File: config.mk
export PLATFORM = sky130hd
export DESIGN_NAME = vga_timing_gen
export DESIGN_NICKNAME = d
export VERILOG_FILES = /design/src/rtl/vga_timing_gen.sv
export SDC_FILE = /design/constraint.sdc
export NUM_CORES = 1
export LEC_CHECK = 0
export BUFFER_PORTS_ARGS = -buffer_cell sky130_fd_sc_hd__clkbuf_2
export CAP_MARGIN = 20
export CORE_MARGIN = 8
export CORE_UTILIZATION = 33
export CTS_CLUSTER_SIZE = 12
export DETAILED_ROUTE_END_ITERATION = 8
export PLACE_DENSITY = 0.54
export SLEW_MARGIN = 20
export SYNTH_ARGS = -nofsm -noshare
export SYNTH_HDL_FRONTEND = slang
export SYNTH_SLANG_ARGS = --single-unit
File: constraint.sdc
create_clock -name clk -period 3.3 [get_ports clk]
set_input_delay 0.33 -clock clk [delete_from_list [all_inputs] [get_ports clk]]
set_output_delay 0.33 -clock clk [all_outputs]
set_load 0.005 [all_outputs]
File: src/rtl/vga_timing_gen.sv
// rtl/vga_timing_gen.sv - parametrised raster timing generator: syncs, blanking, coordinates, strobes, frame count
module vga_timing_gen #(
    parameter int H_ACTIVE = 640,
    parameter int H_FP     = 16,
    parameter int H_SYNC   = 96,
    parameter int H_BP     = 48,
    parameter int V_ACTIVE = 480,
    parameter int V_FP     = 10,
    parameter int V_SYNC   = 2,
    parameter int V_BP     = 33,
    parameter int HS_POL   = 0,
    parameter int VS_POL   = 0,
    parameter int CW       = 11,
    parameter int FW       = 8
) (
    input  logic          clk,
    input  logic          rst,
    input  logic          pix,
    output logic          hs,
    output logic          vs,
    output logic          blank,
    output logic          line_start,
    output logic          frame_start,
    output logic          animate,
    output logic [CW-1:0] x,
    output logic [CW-1:0] y,
    output logic [FW-1:0] frame_count
);

    localparam int H_TOTAL  = H_ACTIVE + H_FP + H_SYNC + H_BP;
    localparam int V_TOTAL  = V_ACTIVE + V_FP + V_SYNC + V_BP;
    localparam int HS_FIRST = H_ACTIVE + H_FP;
    localparam int HS_AFTER = H_ACTIVE + H_FP + H_SYNC;
    localparam int VS_FIRST = V_ACTIVE + V_FP;
    localparam int VS_AFTER = V_ACTIVE + V_FP + V_SYNC;

    localparam logic [CW-1:0] H_LAST   = CW'(H_TOTAL - 1);
    localparam logic [CW-1:0] V_LAST   = CW'(V_TOTAL - 1);
    localparam logic [CW-1:0] H_ACT_C  = CW'(H_ACTIVE);
    localparam logic [CW-1:0] V_ACT_C  = CW'(V_ACTIVE);
    localparam logic [CW-1:0] X_MAX    = CW'(H_ACTIVE - 1);
    localparam logic [CW-1:0] Y_MAX    = CW'(V_ACTIVE - 1);
    localparam logic [CW-1:0] HS_LO    = CW'(HS_FIRST);
    localparam logic [CW-1:0] HS_HI    = CW'(HS_AFTER);
    localparam logic [CW-1:0] VS_LO    = CW'(VS_FIRST);
    localparam logic [CW-1:0] VS_HI    = CW'(VS_AFTER);
    localparam logic          HS_ON    = (HS_POL != 0);
    localparam logic          VS_ON    = (VS_POL != 0);

    generate
        if (H_ACTIVE < 1 || H_FP < 1 || H_SYNC < 1 || H_BP < 1 ||
            V_ACTIVE < 1 || V_FP < 1 || V_SYNC < 1 || V_BP < 1) begin : g_bad_interval
            $error("vga_timing_gen: every timing interval must be at least 1");
        end
        if (CW < 1 || CW > 30 || (2 ** CW) <= H_TOTAL || (2 ** CW) <= V_TOTAL) begin : g_bad_cw
            $error("vga_timing_gen: CW too small for H_TOTAL or V_TOTAL");
        end
        if (FW < 1) begin : g_bad_fw
            $error("vga_timing_gen: FW must be at least 1");
        end
    endgenerate

    logic [CW-1:0] h_count;
    logic [CW-1:0] v_count;
    logic          h_end;
    logic          v_end;

    assign h_end = (h_count == H_LAST);
    assign v_end = (v_count == V_LAST);

    // The vertical wrap and frame increment share the edge on which the line wraps.
    always_ff @(posedge clk) begin
        if (rst) begin
            h_count     <= '0;
            v_count     <= '0;
            frame_count <= '0;
        end else if (pix) begin
            if (h_end) begin
                h_count <= '0;
                if (v_end) begin
                    v_count     <= '0;
                    frame_count <= frame_count + FW'(1);
                end else begin
                    v_count <= v_count + CW'(1);
                end
            end else begin
                h_count <= h_count + CW'(1);
            end
        end
    end

    logic in_hsync;
    logic in_vsync;
    logic h_blank;
    logic v_blank;

    always_comb begin
        in_hsync    = (h_count >= HS_LO) && (h_count < HS_HI);
        in_vsync    = (v_count >= VS_LO) && (v_count < VS_HI);
        h_blank     = (h_count >= H_ACT_C);
        v_blank     = (v_count >= V_ACT_C);
        hs          = in_hsync ? HS_ON : ~HS_ON;
        vs          = in_vsync ? VS_ON : ~VS_ON;
        blank       = h_blank | v_blank;
        line_start  = (h_count == '0);
        frame_start = (h_count == '0) && (v_count == '0);
        animate     = h_end && (v_count == Y_MAX);
        // Coordinates clamp to the last visible column/row during blanking.
        x           = h_blank ? X_MAX : h_count;
        y           = v_blank ? Y_MAX : v_count;
    end

endmodule

==> reports/metrics.yaml, run 1 <==
status: "finished, final reports clean"
crit_path_top_delay_cell: "or4_1"
startpoint_type: "flip-flop"
syn-cell-area_um2: 1800
netlist_top_cells_area: "dfxtp_1, a21oi_1, or4_1"
diodes: 0
endpoint: "frame_count[6]"
crit_family: "simple AND/OR/NAND/NOR gates"
cts_max_level: 2
syn_avg_cell_area_um2: 7.92
antenna_found_initial: 0
cts_setup_buffers: 0
netlist_instances: 227
final_area_um2: 2090
finalClockSkew_ps: 4.91
area_delta_synth_final_pct: 16.2
met3_usage_pct: 3.99
r2r_slack_ps: 830
max_freq_mhz: 405
synth.distinct_cells: 38
final_cell_mix: "clkbuf_2, dfxtp_1, nor2_1"
numCtsBuffers: 5
fillers: 589
crit_buf_inv: 0
layout_commonest_cell: "clkbuf_2"
cp_common_cell: "or4_1"
clk_path_buf_depth: 2
max-slew-margin-rel_pct: 46.4
hold_viol_final: 0
rsz0062_at_grt: "false"
stdcell_count: 329
drv_slew: 0
antenna_left: 0
dieWidth_um: 89.8
grt_usage_pct: 11.5
layout.nets: 265
overflow: 0
portBuffers: 35
leakagePower_nw: 0.856
cts_tree: "built"
reg2reg_depth: 5
clock-root-buffer: "clkbuf_8"
grt_first_pass_wirelength_um: 7850
initial_core_util_pct: 33.4
coreArea_um2: 5370
worstSkewPairLatency_ps: 280
grt_busiest_layer: "met2"
yosysTopAreaCell: "dfxtp_1"
synth_top_area_share_pct: 33.4
clk_pin_slew_ps: 70
yosysSeqAreaShare_pct: 33.4
hpwl_um: 3330
vias_per_cell: 5.16
cp-startpoint: "h_count[0]"
place.gp.congestion: 0.814
dpl_cell_area_um2: 2000
drv_cap: 0
yosysWarningCount: 0
dp.cells: 321
first_pass_iters: 4
wire_per_inst_um: 14.1
final-setup-viol-count: 0
crit_fanout: 26
r2r-start: "h_count[0]"
finalCriticalPeriod_ps: 2470
grt_pass1_vias: 1618
drtIter0Drc: 89
row_count: 27
clkSinkCount: 30
max_slew.worst_pin.slew_ps: 803
worstPathRequired_ps: 3510
finalPower_mw: 0.716
ys_seq_elements: 30
routed-via-count: 1699
drc: 0
drt-total-wl_um: 4640
die_area_um2: 8060
irDropWorstVdd_mv: 0.164
floorplan.io_pins: 39
p_per_area_nw_per_um2: 343
reg2reg_to: "frame_count[6]"
endpoint_kind: "flip-flop"
grtUsageMet1_pct: 14.2
setup_tns_ps: 0
layout-drive-gt1-share_pct: 17.5
finalCritPeriodShare_pct: 74.8
grt_use_met2_pct: 18.2
crit_chain: "ha_1 -> nand4b_1 -> or4_1 -> or4_1 -> a21oi_1"
cts_resized: 0
criticalPathCategory: "reg -> reg"
die_h_um: 89.8
slowest_delay_ps: 890
hold_path_class: "in -> reg"
crit_cells: 5
worst_ep_arrival_time_ps: 2680
grt_max_degree: 27
cts-hold-fix-buffers: 0
[worst min-delay path by stage]
stage | endpoint | from | cells past startpoint
finish | frame_count[4] | rst | 2
global route | frame_count[0] | rst | 2
CTS | frame_count[0] | rst | 2
detailed placement | frame_count[3] | frame_count[3] | 2
global placement | frame_count[3] | frame_count[3] | 2
floorplan | v_count[4] | v_count[4] | 2
[flip-flops by register name, indices dropped and copies added (netlist names)]
register / flops
frame_count: 8
v_count: 11
h_count: 11
[cell usage after synthesis (all sizes together)]
cell type / n
a21o: 1
a21oi: 18
and2: 4
and3: 5
and4: 3
and4b: 1
buf: 7
clkbuf: 8
conb: 1
dfxtp: 30
ha: 6
inv: 12
mux2: 1
mux2i: 1
nand2: 12
nand2b: 10
nand3: 9
nand3b: 3
nand4: 10
nand4b: 2
nor2: 19
nor2b: 2
nor3: 2
nor4: 3
nor4b: 2
nor4bb: 1
o2111ai: 1
o21ai: 6
o21bai: 1
o31ai: 9
or2: 3
or3: 11
or4: 12
xnor2: 4
xor2: 7
[per-layer routing]
| layer | up-vias | routed length, µm |
|---|---|---|
| li1 | 870 | - |
| met1 | 791 | 2280 |
| met2 | 33 | 2090 |
| met3 | 5 | 230 |
| met4 | 0 | 47 |
| met5 | - | 0 |
[layout make-up]
type                            instances  area (µm²)  area share, %
Clock buffer                            7        86.3           4.14
Clock inverter                          1        5.00          0.240
Inverter                               12        45.0           2.16
Multi-Input combinational cell        172        1080           52.0
Sequential cell                        30         601           28.8
Tap cell                               72        90.1           4.32
Timing Repair Buffer                   35         175           8.39
[cell families (layout without fill, tap and decap cells)]
logic type               Yosys count  in the layout  synth area share, %
other                              1              3                0.209
buffers and inverters             27             55                 6.62
AO/OA/AOI/OAI                     36             36                 12.0
flip-flops                        30             30                 33.4
AND/OR/NAND/NOR                  114            114                 37.0
multiplexers                       2              2                 1.18
adder cells (fa/ha/maj)            6              6                 4.18
XOR/XNOR                          11             11                 5.36
[stage by stage]
stage / hold WS (ps) / util (%) / worst slack [ps]
2_1_floorplan: 474 / - / 1250
3_3_place_gp: 486 / 37.2 / 913
3_5_place_dp: 491 / 37.2 / 863
4_1_cts: 376 / 38.9 / 850
5_1_grt: 402 / 38.9 / 595
6_report: 382 / 38.9 / 833
[where the power goes]
group | internal [mW] | switching [mW]
combinational | 0.0136 | 0.0210
clock | 0.168 | 0.146
sequential | 0.365 | 0.00313
Power figures use the tool's default switching activity.
==> inputs of run 2 (changes only) <==
Clock period 3.3 ns to 2.3 ns, I/O delays scaled along.
==> reports/metrics.yaml, run 2 (synthesized netlist as in run 1, its figures left out) <==
worstPathRequired_ps: 2510  # -1000 ps
layout-drive-gt1-share_pct: 24.1  # +6.6 points
crit_fanout: 26  # unchanged
finalPower_mw: 1.08  # +51%
dieWidth_um: 89.8  # unchanged
numCtsBuffers: 5  # unchanged
finalClockSkew_ps: 4.82  # -0.0861 ps
initial_core_util_pct: 33.4  # unchanged
leakagePower_nw: 0.939  # +9.8%
grt_usage_pct: 11.9  # +0.43 points
max_slew.worst_pin.slew_ps: 574  # -230 ps
routed-via-count: 1730  # +1.8%
cts_max_level: 2  # unchanged
drv_slew: 0  # unchanged
clkSinkCount: 30  # unchanged
clock-root-buffer: "clkbuf_8"
drtIter0Drc: 139  # +56%
place.gp.congestion: 0.801  # -1.7%
layout.nets: 278  # +4.9%
fin_util_pct: 41.6  # +2.7 points
antenna_left: 0  # unchanged
hold_path_class: "in -> reg"
min_from: "rst"
die_area_um2: 8060  # unchanged
max_freq_mhz: 466  # +15%
die_h_um: 89.8  # unchanged
final_area_um2: 2230  # +7.1%
fillers: 553  # -6.1%
first_pass_iters: 4  # unchanged
floorplan.io_pins: 39  # unchanged
area_delta_synth_final_pct: 24.4
status: "finished, final reports clean"
largest_registers: "h_count: 11 flops, v_count: 11 flops, frame_count: 8 flops"
cp-startpoint: "h_count[0]"
irDropWorstVdd_mv: 0.270  # +65%
cts_setup_buffers: 0  # unchanged
finalCritPeriodShare_pct: 93.4  # +19 points
diodes: 0  # unchanged
portBuffers: 35  # unchanged
drt-total-wl_um: 4760  # +2.6%
criticalPathCategory: "reg -> reg"
final_cell_mix: "clkbuf_2, dfxtp_1, nor2_1"
hold_viol_final: 0  # unchanged
cts_tree: "built"
grt_first_pass_wirelength_um: 8110  # +3.3%
worst_ep_arrival_time_ps: 2360  # -320 ps
r2r-start: "h_count[0]"
clk_path_buf_depth: 2  # unchanged
finalCriticalPeriod_ps: 2150  # -320 ps
hpwl_um: 3450  # +3.5%
clk_pin_slew_ps: 60  # about the same
wire_per_inst_um: 13.9  # -1.3%
drc: 0  # unchanged
drv_cap: 0  # unchanged
layout_commonest_cell: "clkbuf_2"
vias_per_cell: 5.06  # -2.0%
endpoint_kind: "flip-flop"
grt_pass1_vias: 1685  # +4.1%
row_count: 27  # unchanged
dpl_cell_area_um2: 2110  # +5.5%
p_per_area_nw_per_um2: 485  # +41%
startpoint_type: "flip-flop"
rsz0062_at_grt: "false"
final-setup-viol-count: 0  # unchanged
worstSkewPairLatency_ps: 280  # about the same
grt_max_degree: 27  # unchanged
antenna_found_initial: 0  # unchanged
overflow: 0  # unchanged
coreArea_um2: 5370  # unchanged
max-slew-margin-rel_pct: 61.4  # +15 points
run 2: layout make-up:
class / instances / area (µm²) / share of cell area [%]
inverter: 12 / 45.0 / 2.02
multi-input combinational: 172 / 1100 / 49.3
clock buffer: 8 / 110 / 4.93
sequential: 30 / 603 / 27.0
tap: 72 / 90.1 / 4.03
timing repair buffer: 48 / 285 / 12.8
run 2: path summary, 6_finish.rpt:
kind | endpoint | slack [ps] | cells after the start
min reg2reg | frame_count[6] | 490 | 2
max | frame_count[4] | 150 | 6
max reg2reg | frame_count[4] | 150 | 6
min | frame_count[1] | 310 | 2
run 2: power breakdown:
part	total, mW	leakage (nW)	switching, mW	internal [mW]
Sequential	0.528	0.243	0.00392	0.524
Combinational	0.0568	0.639	0.0315	0.0253
Clock	0.500	0.0575	0.198	0.302
run 2: through the flow:
step	TNS [ps]	worst slack, ps	instances	hold WS, ps
6_report	0	152	342	311
5_1_grt	0	22.9	342	317
4_1_cts	0	30.9	342	293
3_5_place_dp	-2.07	-2.07	334	486
3_3_place_gp	0	92.0	334	486
2_1_floorplan	0	246	229	415
run 2: worst max-delay path: stages (launching register included):
cell and delay (ps):
dfxtp_2 350, ha_2 200, nand4b_1 170, or4_4 530
buf_12 170, or4_1 490, a21oi_1 150
run 2: metal layers:
| layer | up-vias | GRT usage (%) | routed length (µm) |
|---|---|---|---|
| li1 | 901 | - | - |
| met1 | 782 | 14.5 | 2280 |
| met2 | 43 | 18.7 | 2140 |
| met3 | 4 | 4.16 | 298 |
| met4 | 0 | 4.80 | 40 |
| met5 | - | 0 | 0 |
run 2: timing repair:
action / CTS / global route
endpoints found under the hold margin: 0 / 0
gates resized for setup: 1 / 5
setup endpoints to repair: 1 / 8
hold buffers: 0 / 0
pin swaps: 0 / 1
